===== src/rtl/riscv_multicycle_controller.sv =====
// Multi-cycle RV32I control unit: sequences FETCH/DECODE/EXECUTE/MEM/WB and drives datapath selects.
// Latency: outputs decode combinationally from the current state plus IR fields; state advances each clock.
// Backpressure: none; every state lasts one cycle and the datapath is assumed always ready.
//
// Ports:
//   i_clk, i_rst                        clock, synchronous active-high reset
//   i_opcode, i_funct3, i_funct7b5      instruction register fields (valid from DECODE onward)
//   i_zero                              ALU zero flag (only used by BEQ for the PC enable)
//   o_pcWrite, o_irWrite, o_memWrite,
//   o_regWrite                          datapath write enables (all forced low during reset)
//   o_adrSrc                            memory address select, 0 = PC, 1 = ALU output register
//   o_resultSrc, o_aluSrcA, o_aluSrcB,
//   o_aluControl                        datapath selects, encodings from riscv_pkg
//   o_immSrc                            immediate format, combinational from i_opcode
//   o_illegal                           one-cycle pulse in DECODE for an unsupported instruction
//   o_state                             current FSM state, for debug

package riscv_pkg;
  typedef enum logic [6:0] {
    OP_LW         = 7'b0000011,
    OP_SW         = 7'b0100011,
    OP_R_TYPE_ALU = 7'b0110011,
    OP_I_TYPE_ALU = 7'b0010011,
    OP_B_TYPE     = 7'b1100011,
    OP_JAL        = 7'b1101111
  } opcode_t;

  // {funct7b5, funct3}
  typedef enum logic [3:0] {
    ALU_ADD = 4'b0000,
    ALU_SUB = 4'b1000,
    ALU_SLT = 4'b0010,
    ALU_XOR = 4'b0100,
    ALU_OR  = 4'b0110,
    ALU_AND = 4'b0111
  } alu_op_t;

  typedef enum logic [1:0] {
    RES_ALU_OUTPUT_REG = 2'd0,
    RES_DATA_REG       = 2'd1,
    RES_ALU            = 2'd2
  } result_src_t;

  typedef enum logic [1:0] {
    SRCA_PC              = 2'd0,
    SRCA_OLD_PC          = 2'd1,
    SRCA_REG_READ_DATA_1 = 2'd2
  } alu_src_a_t;

  typedef enum logic [1:0] {
    SRCB_REG_READ_DATA_2    = 2'd0,
    SRCB_IMMEDIATE_EXTENDED = 2'd1,
    SRCB_FOUR               = 2'd2
  } alu_src_b_t;
endpackage

module riscv_multicycle_controller
  import riscv_pkg::*;
(
  input  logic       i_clk,
  input  logic       i_rst,
  input  logic [6:0] i_opcode,
  input  logic [2:0] i_funct3,
  input  logic       i_funct7b5,
  input  logic       i_zero,
  output logic       o_pcWrite,
  output logic       o_adrSrc,
  output logic       o_memWrite,
  output logic       o_irWrite,
  output logic       o_regWrite,
  output logic [1:0] o_resultSrc,
  output logic [1:0] o_aluSrcA,
  output logic [1:0] o_aluSrcB,
  output logic [3:0] o_aluControl,
  output logic [1:0] o_immSrc,
  output logic       o_illegal,
  output logic [3:0] o_state
);

  typedef enum logic [3:0] {
    S_FETCH    = 4'd0,
    S_DECODE   = 4'd1,
    S_MEMADR   = 4'd2,
    S_MEMREAD  = 4'd3,
    S_MEMWB    = 4'd4,
    S_MEMWRITE = 4'd5,
    S_EXECUTER = 4'd6,
    S_EXECUTEI = 4'd7,
    S_ALUWB    = 4'd8,
    S_BEQ      = 4'd9,
    S_JAL      = 4'd10
  } state_t;

  state_t  state, next_state;
  alu_op_t alu_dec;
  logic    alu_f3_bad;

  always_ff @(posedge i_clk) begin
    if (i_rst) state <= S_FETCH;
    else       state <= next_state;
  end

  assign o_state = state;

  // ALU operation from funct3; SUB needs both the R-type opcode and funct7b5,
  // so an ADDI whose immediate happens to set bit 30 stays an add.
  always_comb begin
    alu_dec    = ALU_ADD;
    alu_f3_bad = 1'b0;
    case (i_funct3)
      3'b000: if (i_opcode == OP_R_TYPE_ALU && i_funct7b5) alu_dec = ALU_SUB;
      3'b010: alu_dec = ALU_SLT;
      3'b100: alu_dec = ALU_XOR;
      3'b110: alu_dec = ALU_OR;
      3'b111: alu_dec = ALU_AND;
      default: alu_f3_bad = 1'b1;
    endcase
  end

  always_comb begin
    o_immSrc = 2'b00;
    case (i_opcode)
      OP_LW, OP_I_TYPE_ALU: o_immSrc = 2'b00;
      OP_SW:                o_immSrc = 2'b01;
      OP_B_TYPE:            o_immSrc = 2'b10;
      OP_JAL:               o_immSrc = 2'b11;
      default:              o_immSrc = 2'b00;
    endcase
  end

  always_comb begin
    next_state   = S_FETCH;
    o_pcWrite    = 1'b0;
    o_adrSrc     = 1'b0;
    o_memWrite   = 1'b0;
    o_irWrite    = 1'b0;
    o_regWrite   = 1'b0;
    o_illegal    = 1'b0;
    o_resultSrc  = RES_ALU_OUTPUT_REG;
    o_aluSrcA    = SRCA_PC;
    o_aluSrcB    = SRCB_REG_READ_DATA_2;
    o_aluControl = ALU_ADD;

    case (state)
      S_FETCH: begin
        o_irWrite   = 1'b1;
        o_pcWrite   = 1'b1;
        o_aluSrcB   = SRCB_FOUR;
        o_resultSrc = RES_ALU;
        next_state  = S_DECODE;
      end
      S_DECODE: begin
        // Branch target is computed here so BEQ can use the ALU for the compare.
        o_aluSrcA = SRCA_OLD_PC;
        o_aluSrcB = SRCB_IMMEDIATE_EXTENDED;
        case (i_opcode)
          OP_LW, OP_SW:  next_state = S_MEMADR;
          OP_R_TYPE_ALU: if (alu_f3_bad) o_illegal = 1'b1; else next_state = S_EXECUTER;
          OP_I_TYPE_ALU: if (alu_f3_bad) o_illegal = 1'b1; else next_state = S_EXECUTEI;
          OP_B_TYPE:     next_state = S_BEQ;
          OP_JAL:        next_state = S_JAL;
          default:       o_illegal = 1'b1;
        endcase
      end
      S_MEMADR: begin
        o_aluSrcA  = SRCA_REG_READ_DATA_1;
        o_aluSrcB  = SRCB_IMMEDIATE_EXTENDED;
        next_state = (i_opcode == OP_SW) ? S_MEMWRITE : S_MEMREAD;
      end
      S_MEMREAD: begin
        o_adrSrc   = 1'b1;
        next_state = S_MEMWB;
      end
      S_MEMWB: begin
        o_resultSrc = RES_DATA_REG;
        o_regWrite  = 1'b1;
      end
      S_MEMWRITE: begin
        o_adrSrc   = 1'b1;
        o_memWrite = 1'b1;
      end
      S_EXECUTER: begin
        o_aluSrcA    = SRCA_REG_READ_DATA_1;
        o_aluSrcB    = SRCB_REG_READ_DATA_2;
        o_aluControl = alu_dec;
        next_state   = S_ALUWB;
      end
      S_EXECUTEI: begin
        o_aluSrcA    = SRCA_REG_READ_DATA_1;
        o_aluSrcB    = SRCB_IMMEDIATE_EXTENDED;
        o_aluControl = alu_dec;
        next_state   = S_ALUWB;
      end
      S_ALUWB: o_regWrite = 1'b1;
      S_BEQ: begin
        // Only Mealy term: the PC loads the precomputed target when the compare is equal.
        o_aluSrcA    = SRCA_REG_READ_DATA_1;
        o_aluSrcB    = SRCB_REG_READ_DATA_2;
        o_aluControl = ALU_SUB;
        o_pcWrite    = (i_funct3 == 3'b000) && i_zero;
      end
      S_JAL: begin
        // PC takes the target held in the ALU output register while the ALU forms
        // the link value PC+4 for ALUWB.
        o_aluSrcA  = SRCA_OLD_PC;
        o_aluSrcB  = SRCB_FOUR;
        o_pcWrite  = 1'b1;
        next_state = S_ALUWB;
      end
      default: next_state = S_FETCH;
    endcase

    if (i_rst) begin
      o_pcWrite  = 1'b0;
      o_irWrite  = 1'b0;
      o_memWrite = 1'b0;
      o_regWrite = 1'b0;
      o_illegal  = 1'b0;
    end
  end

endmodule


===== config.mk =====
export PLATFORM = sky130hd
export DESIGN_NAME = riscv_multicycle_controller
export DESIGN_NICKNAME = d
export VERILOG_FILES = /design/src/rtl/riscv_multicycle_controller.sv
export SDC_FILE = /design/constraint.sdc
export NUM_CORES = 1
export LEC_CHECK = 0
export CAP_MARGIN = 15
export CORE_AREA = 3 3 40 42
export CTS_BUF_LIST = sky130_fd_sc_hd__clkbuf_16
export CTS_CLUSTER_SIZE = 8
export DETAILED_ROUTE_END_ITERATION = 10
export DIE_AREA = 0 0 43 45
export DONT_BUFFER_PORTS = 1
export SYNTH_ARGS = -nofsm -noshare
export SYNTH_HDL_FRONTEND = slang
export SYNTH_SLANG_ARGS = --single-unit

===== constraint.sdc =====
create_clock -name i_clk -period 1.5 [get_ports i_clk]
set_input_delay 0.075 -clock i_clk [delete_from_list [all_inputs] [get_ports i_clk]]
set_output_delay 0.075 -clock i_clk [all_outputs]
set_load 0.03 [all_outputs]

### Yosys cells after proc, flatten, opt, wreduce, memory -nomap -nowiden

Cells that the tools add are included.

| operators by class | value |
|---|---|
| add/sub/neg operators | 0 |
| multiply operators | 0 |
| divide/modulo/power cells | 0 |
| order comparisons | 0 |
| eq/ne operators | 20 |
| shifts and indexed selects | 0 |
| multiplexer cells | 25 |
| bitwise gates (word level) | 0 |
| reductions and logical operators | 16 |

Operator list:

| kind | number |
|---|---|
| $pmux 4 s5 | 3 |
| $eq 4x3->1 const B | 4 |
| $eq 7x6->1 const B | 2 |
| $eq 7x7->1 const B | 2 |
| $reduce_or 2->1 | 7 |
| $eq 4x4->1 const B | 3 |
| $pmux 2 s2 | 3 |
| $mux 1 | 11 |
| $eq 3x3->1 const B | 3 |
| $mux 3 | 3 |
| $eq 4x2->1 const B | 2 |
| $pmux 4 s2 | 1 |
| $reduce_or 4->1 | 2 |
| $eq 7x2->1 const B | 1 |
| $eq 7x5->1 const B | 1 |
| $pmux 2 s3 | 1 |
| $reduce_or 3->1 | 2 |
| $reduce_or 5->1 | 1 |
| $eq 4x1->1 const B | 1 |
| $logic_not 4->1 | 1 |
| $mux 4 | 1 |
| $pmux 1 s2 | 2 |
| $eq 3x2->1 const B | 1 |
| $logic_not 3->1 | 1 |
| $logic_and 1x1->1 | 2 |

| word-level totals | value |
|---|---|
| register bits after elaboration | 4 |
| bits in latches | 0 |
| bits in writable memories | 0 |
| bits in read-only memories | 0 |
| input bits | 14 |
| logic and storage cells | 62 |
| memories kept | 0 |

### Longest topological paths before layout

| depth | value |
|---|---|
| depth after elaboration | 6 |
| depth in mapped cells | 6 |

### Worst setup path before layout

OpenSTA, ideal clock, no wires.

| timing | value |
|---|---|
| path type | flip-flop to output port |
| start point | register state[2] (netlist: o_state[2]) |
| end point | output o_illegal |
| data arrival time | 2117 ps |
| required time | 1425 ps |
| path slack | -692 ps |
| stages on the path, launching flop included | 4 |
| cell sequence | dfxtp_1 -> clkbuf_1 -> or3_1 -> nor4b_1 |

| between the ends | value |
|---|---|
| word-level cells in the longest chain between the ends | 3 |

Ends and longest elaborated chain:

| what | RTL line | text |
|---|---|---|
| from (decl) | 94 | `state_t state, next_state;` |
| from (signal assigned) | 100 | `else state <= next_state;` |
| $eq 4x1->1 | 144 | `case (state)` |
| $mux 1 | 144 |  |
| $mux 1 | 213 | `if (i_rst) begin` |
| to (decl) | 76 | `output logic o_illegal,` |

No other way between the ends.

### Worst setup path after layout

| timing | value |
|---|---|
| start point | register state[3] (netlist: o_state[3]) |
| end point | output o_irWrite |

| between the ends | value |
|---|---|
| word-level cells in the longest chain between the ends | 3 |

Ends and longest elaborated chain:

| what | RTL line | text |
|---|---|---|
| $logic_not 4->1 | 144 |  |
| $mux 1 | 144 |  |
| $mux 1 | 213 |  |
| to (decl) | 69 | `output logic o_irWrite,` |

No other way between the ends.

==> key figures <==
Finish
  • Fin nets: about 110
  • Core Util, Final: 0.7449
  • Area growth syn-to-layout: 86.59%
  • Number of flip-flops in the largest register: 4
  • Ant diodes: 0
  • Share of cells above drive strength 1: 0.5104
  • Commonest non-fill, non-tap cell in the layout: buf_4
  • Most frequent cells in the layout: buf_4, nor2_1

Drt
  • Antenna Nets Post-Route: 0
  • Starting DRC count in detailed routing: 5
  • DR vias/cell: 5.919
  • Via Count: approximately 660
  • Final Routed Wirelength: between 1500 and 2000 µm
  • First-pass iteration count of the detailed router: 3
  • DRC Markers: 0
  • Mean routed wirelength per cell: between 15 and 20 µm

Yosys
  • Syn Area/Cell: about 6.7 µm²
  • Synth warn: 0
  • Post-synth cell types: 31
  • Syn Nets: between 90 and 100
  • Synth Cell Area: roughly 510 µm²
  • Largest family of logic cells by synthesized area: simple AND/OR/NAND/NOR gates
  • Yosys reg bits: 4
  • Adder-cell share of the synthesized area: 0
  • Async set-reset flop share out of synthesis: 0
  • Synth Area in Simple Gates: 0.4512
  • Post-synthesis compound-gate area fraction: 0.2317
  • Post-synth EDFFs: 0
  • Main synth FF type: dfxtp_1
  • Share of the yosys chip area belonging to registers: 0.1561
  • Synth Area in XOR/XNOR: 0.06829
  • Cells after Synth: a little under 80
  • Mux cell area share after synthesis: 0.01951

STA
  • Final Critical Period: between 1 and 1.5 ns
  • Clk_skew: between 0.002 and 0.0025 ns
  • Hold Violations, Final: 0
  • Tcrit/Tclk final: 0.9772
  • Slew @ Worst Pin: between 0.9 and 1 ns
  • RSZ-0062 raised after global routing: true
  • Max-Slew Margin vs Limit: 0.3365
  • Max-slew violations: 0
  • Fmax: roughly 700 MHz
  • Setup WS post-layout: 0.03418 ns
  • Final setup fails: 0

GRT
  • GRT Util Overall: 0.1864
  • Gr busiest metal: met2
  • Met1 Use GR: 0.2043
  • First-pass GRT wire length: 2697 µm
  • GRT overflow: 0
  • Met3 Track Usage GR: 0.02789
  • Largest net degree at the start of global routing: 17
  • Number of global-route vias before repair: around 630
  • Initial antenna violation count: 0
  • GR met2 Demand/Resource: 0.3653

Floorplan
  • Number of top-level pins: 36
  • Die height: 45 µm
  • Die area: ~1900 µm²
  • # rows: 13
  • Chip width: 43 µm
  • Initial core utilization: 0.3992
  • Core Region: around 1300 µm²

Setup path
  • WP data required: 1.42 ns
  • Reg2reg path depth: 4
  • Crit path max fanout: 9
  • Critical Path AT: around 1.4 ns
  • Crit end category: output port
  • Max stage delay cell, worst path: dfxtp_4
  • Reg2reg start: o_state[0]
  • Crit-path cells: or3_4, buf_6, nor3_4, buf_6
  • CP max stage delay: around 0.37 ns
  • CP Class: flop to output port
  • CP most frequent cell: buf_6
  • R2R Path End: o_state[3]
  • Slack of the worst reg-to-reg path: between 0.3 and 0.4 ns
  • CP startpoint kind: flop

Clock tree
  • Clk slew on worst S/H paths: roughly 0.03 ns
  • Worst-skew pair later-pin latency: roughly 0.22 ns
  • CTS tree: done
  • CTS H-Tree Depth: 1
  • CTS sink cnt: 4
  • Num CTS Buffers: 3
  • Clk root buf: clkbuf_16
  • Clock buffer depth: 2
  • Setup bufs post-CTS: 0

Min path
  • WHS Endpoint: o_state[2]
  • Worst Hold Depth: 2
  • Hold Path Class: input pin to flop
  • Hold Startpoint: i_opcode[5]

Run status
  • Outcome: completed

Run
  • Max_cap viols: 0

Pwr
  • Total power: just under 700 µW
  • Peak supply drop: just under 0.8 mV
  • Leakage: around 0.00035 µW
  • Power per cell area: 705.1 nW/µm²

Placed design
  • HPWL Detailed: 1258 µm
  • Pre-CTS setup slack: between 0.1 and 0.15 ns
  • PortBufs: 0
  • RePlAce Congestion: between 0.8 and 0.9
[cell usage after synthesis, types with 2 or more instances]
master	number	share of area
nor2_1	7	0.051
nor3b_1	2	0.029
or4b_1	2	0.039
clkbuf_1	4	0.029
xor2_1	2	0.034
xnor2_1	2	0.034
nand2_1	4	0.029
a21oi_1	5	0.049
dfxtp_1	4	0.16
nor3_1	9	0.088
nand3_1	3	0.029
o21ai_0	6	0.059
inv_1	4	0.029
nor2b_1	2	0.024
nor4_1	3	0.037
buf_1	2	0.015
nor4b_1	2	0.034
[cells by family (layout without fill, tap and decap cells)]
family / after synthesis / after routing
AOI/OAI and AO/OA: 18 / 18
muxes: 1 / 1
DFF: 4 / 4
and+or+nand+nor: 40 / 40
xor gates and xnor gates: 4 / 4
buffers and inverters: 10 / 29
[how the worst max path moves through the flow]
stage / startpoint / end / cells past startpoint
floorplan: i_opcode[4] / o_state[3] / 4
global placement: o_state[3] / o_illegal / 3
detailed placement: o_state[1] / o_aluControl[0] / 4
CTS: o_state[3] / o_irWrite / 4
global route: o_state[3] / o_irWrite / 4
finish: o_state[3] / o_irWrite / 4
[timing repair]
action                                  CTS  global route
hold buffers                              1             0
endpoints found under the setup margin    5             8
gates resized for setup                   8            14
pin swaps                                 1             2
hold endpoints to repair                  1             0
[worst max-delay path, delay by kind of cell, from the launching register on]
| family | cells | cell delay [ns] |
|---|---|---|
| and+or+nand+nor | 2 | 0.49 |
| DFF | 1 | 0.37 |
| buffers and inverters | 2 | 0.30 |
[metrics by stage]
| stage | area (µm²) | std cells | TNS [ns] | hold WS, ns |
|---|---|---|---|---|
| 5_1_grt | 957.2 | 111 | -0.005654 | 0.05842 |
| 3_3_place_gp | 780.7 | 107 | 0 | 0.1458 |
| 2_1_floorplan | 620.6 | 77 | -0.1551 | 0.1441 |
| 3_5_place_dp | 780.7 | 107 | 0 | 0.1477 |
| 4_1_cts | 898.4 | 111 | -0.003593 | 0.05077 |
| 6_report | 957.2 | 111 | 0 | 0.04549 |
[layer usage]
layer | part of all wire | vias to the layer above | wire (µm)
li1 | - | 327 | -
met5 | 0 | - | 0
met4 | 0.0039 | 0 | 7
met1 | 0.38 | 305 | 680
met3 | 0.055 | 2 | 99
met2 | 0.56 | 23 | 1017
[layout make-up]
| type | count | area [µm²] |
|---|---|---|
| clock buffer | 3 | 75.07 |
| fill | 94 | 327.8 |
| inverter | 4 | 15.01 |
| multi-input combinational | 63 | 546.8 |
| sequential | 4 | 90.09 |
| tap | 15 | 18.77 |
| timing repair buffer | 22 | 211.5 |
[power breakdown]
group / internal (µW) / total, µW / switching (µW) / leakage (µW)
registers: 107 / 109 / 2.22 / 0.0000349
logic: 61.6 / 155 / 93.3 / 0.000274
clock network: 340 / 411 / 70.8 / 0.0000370
No activity file was read; power rests on OpenSTA's default activity.
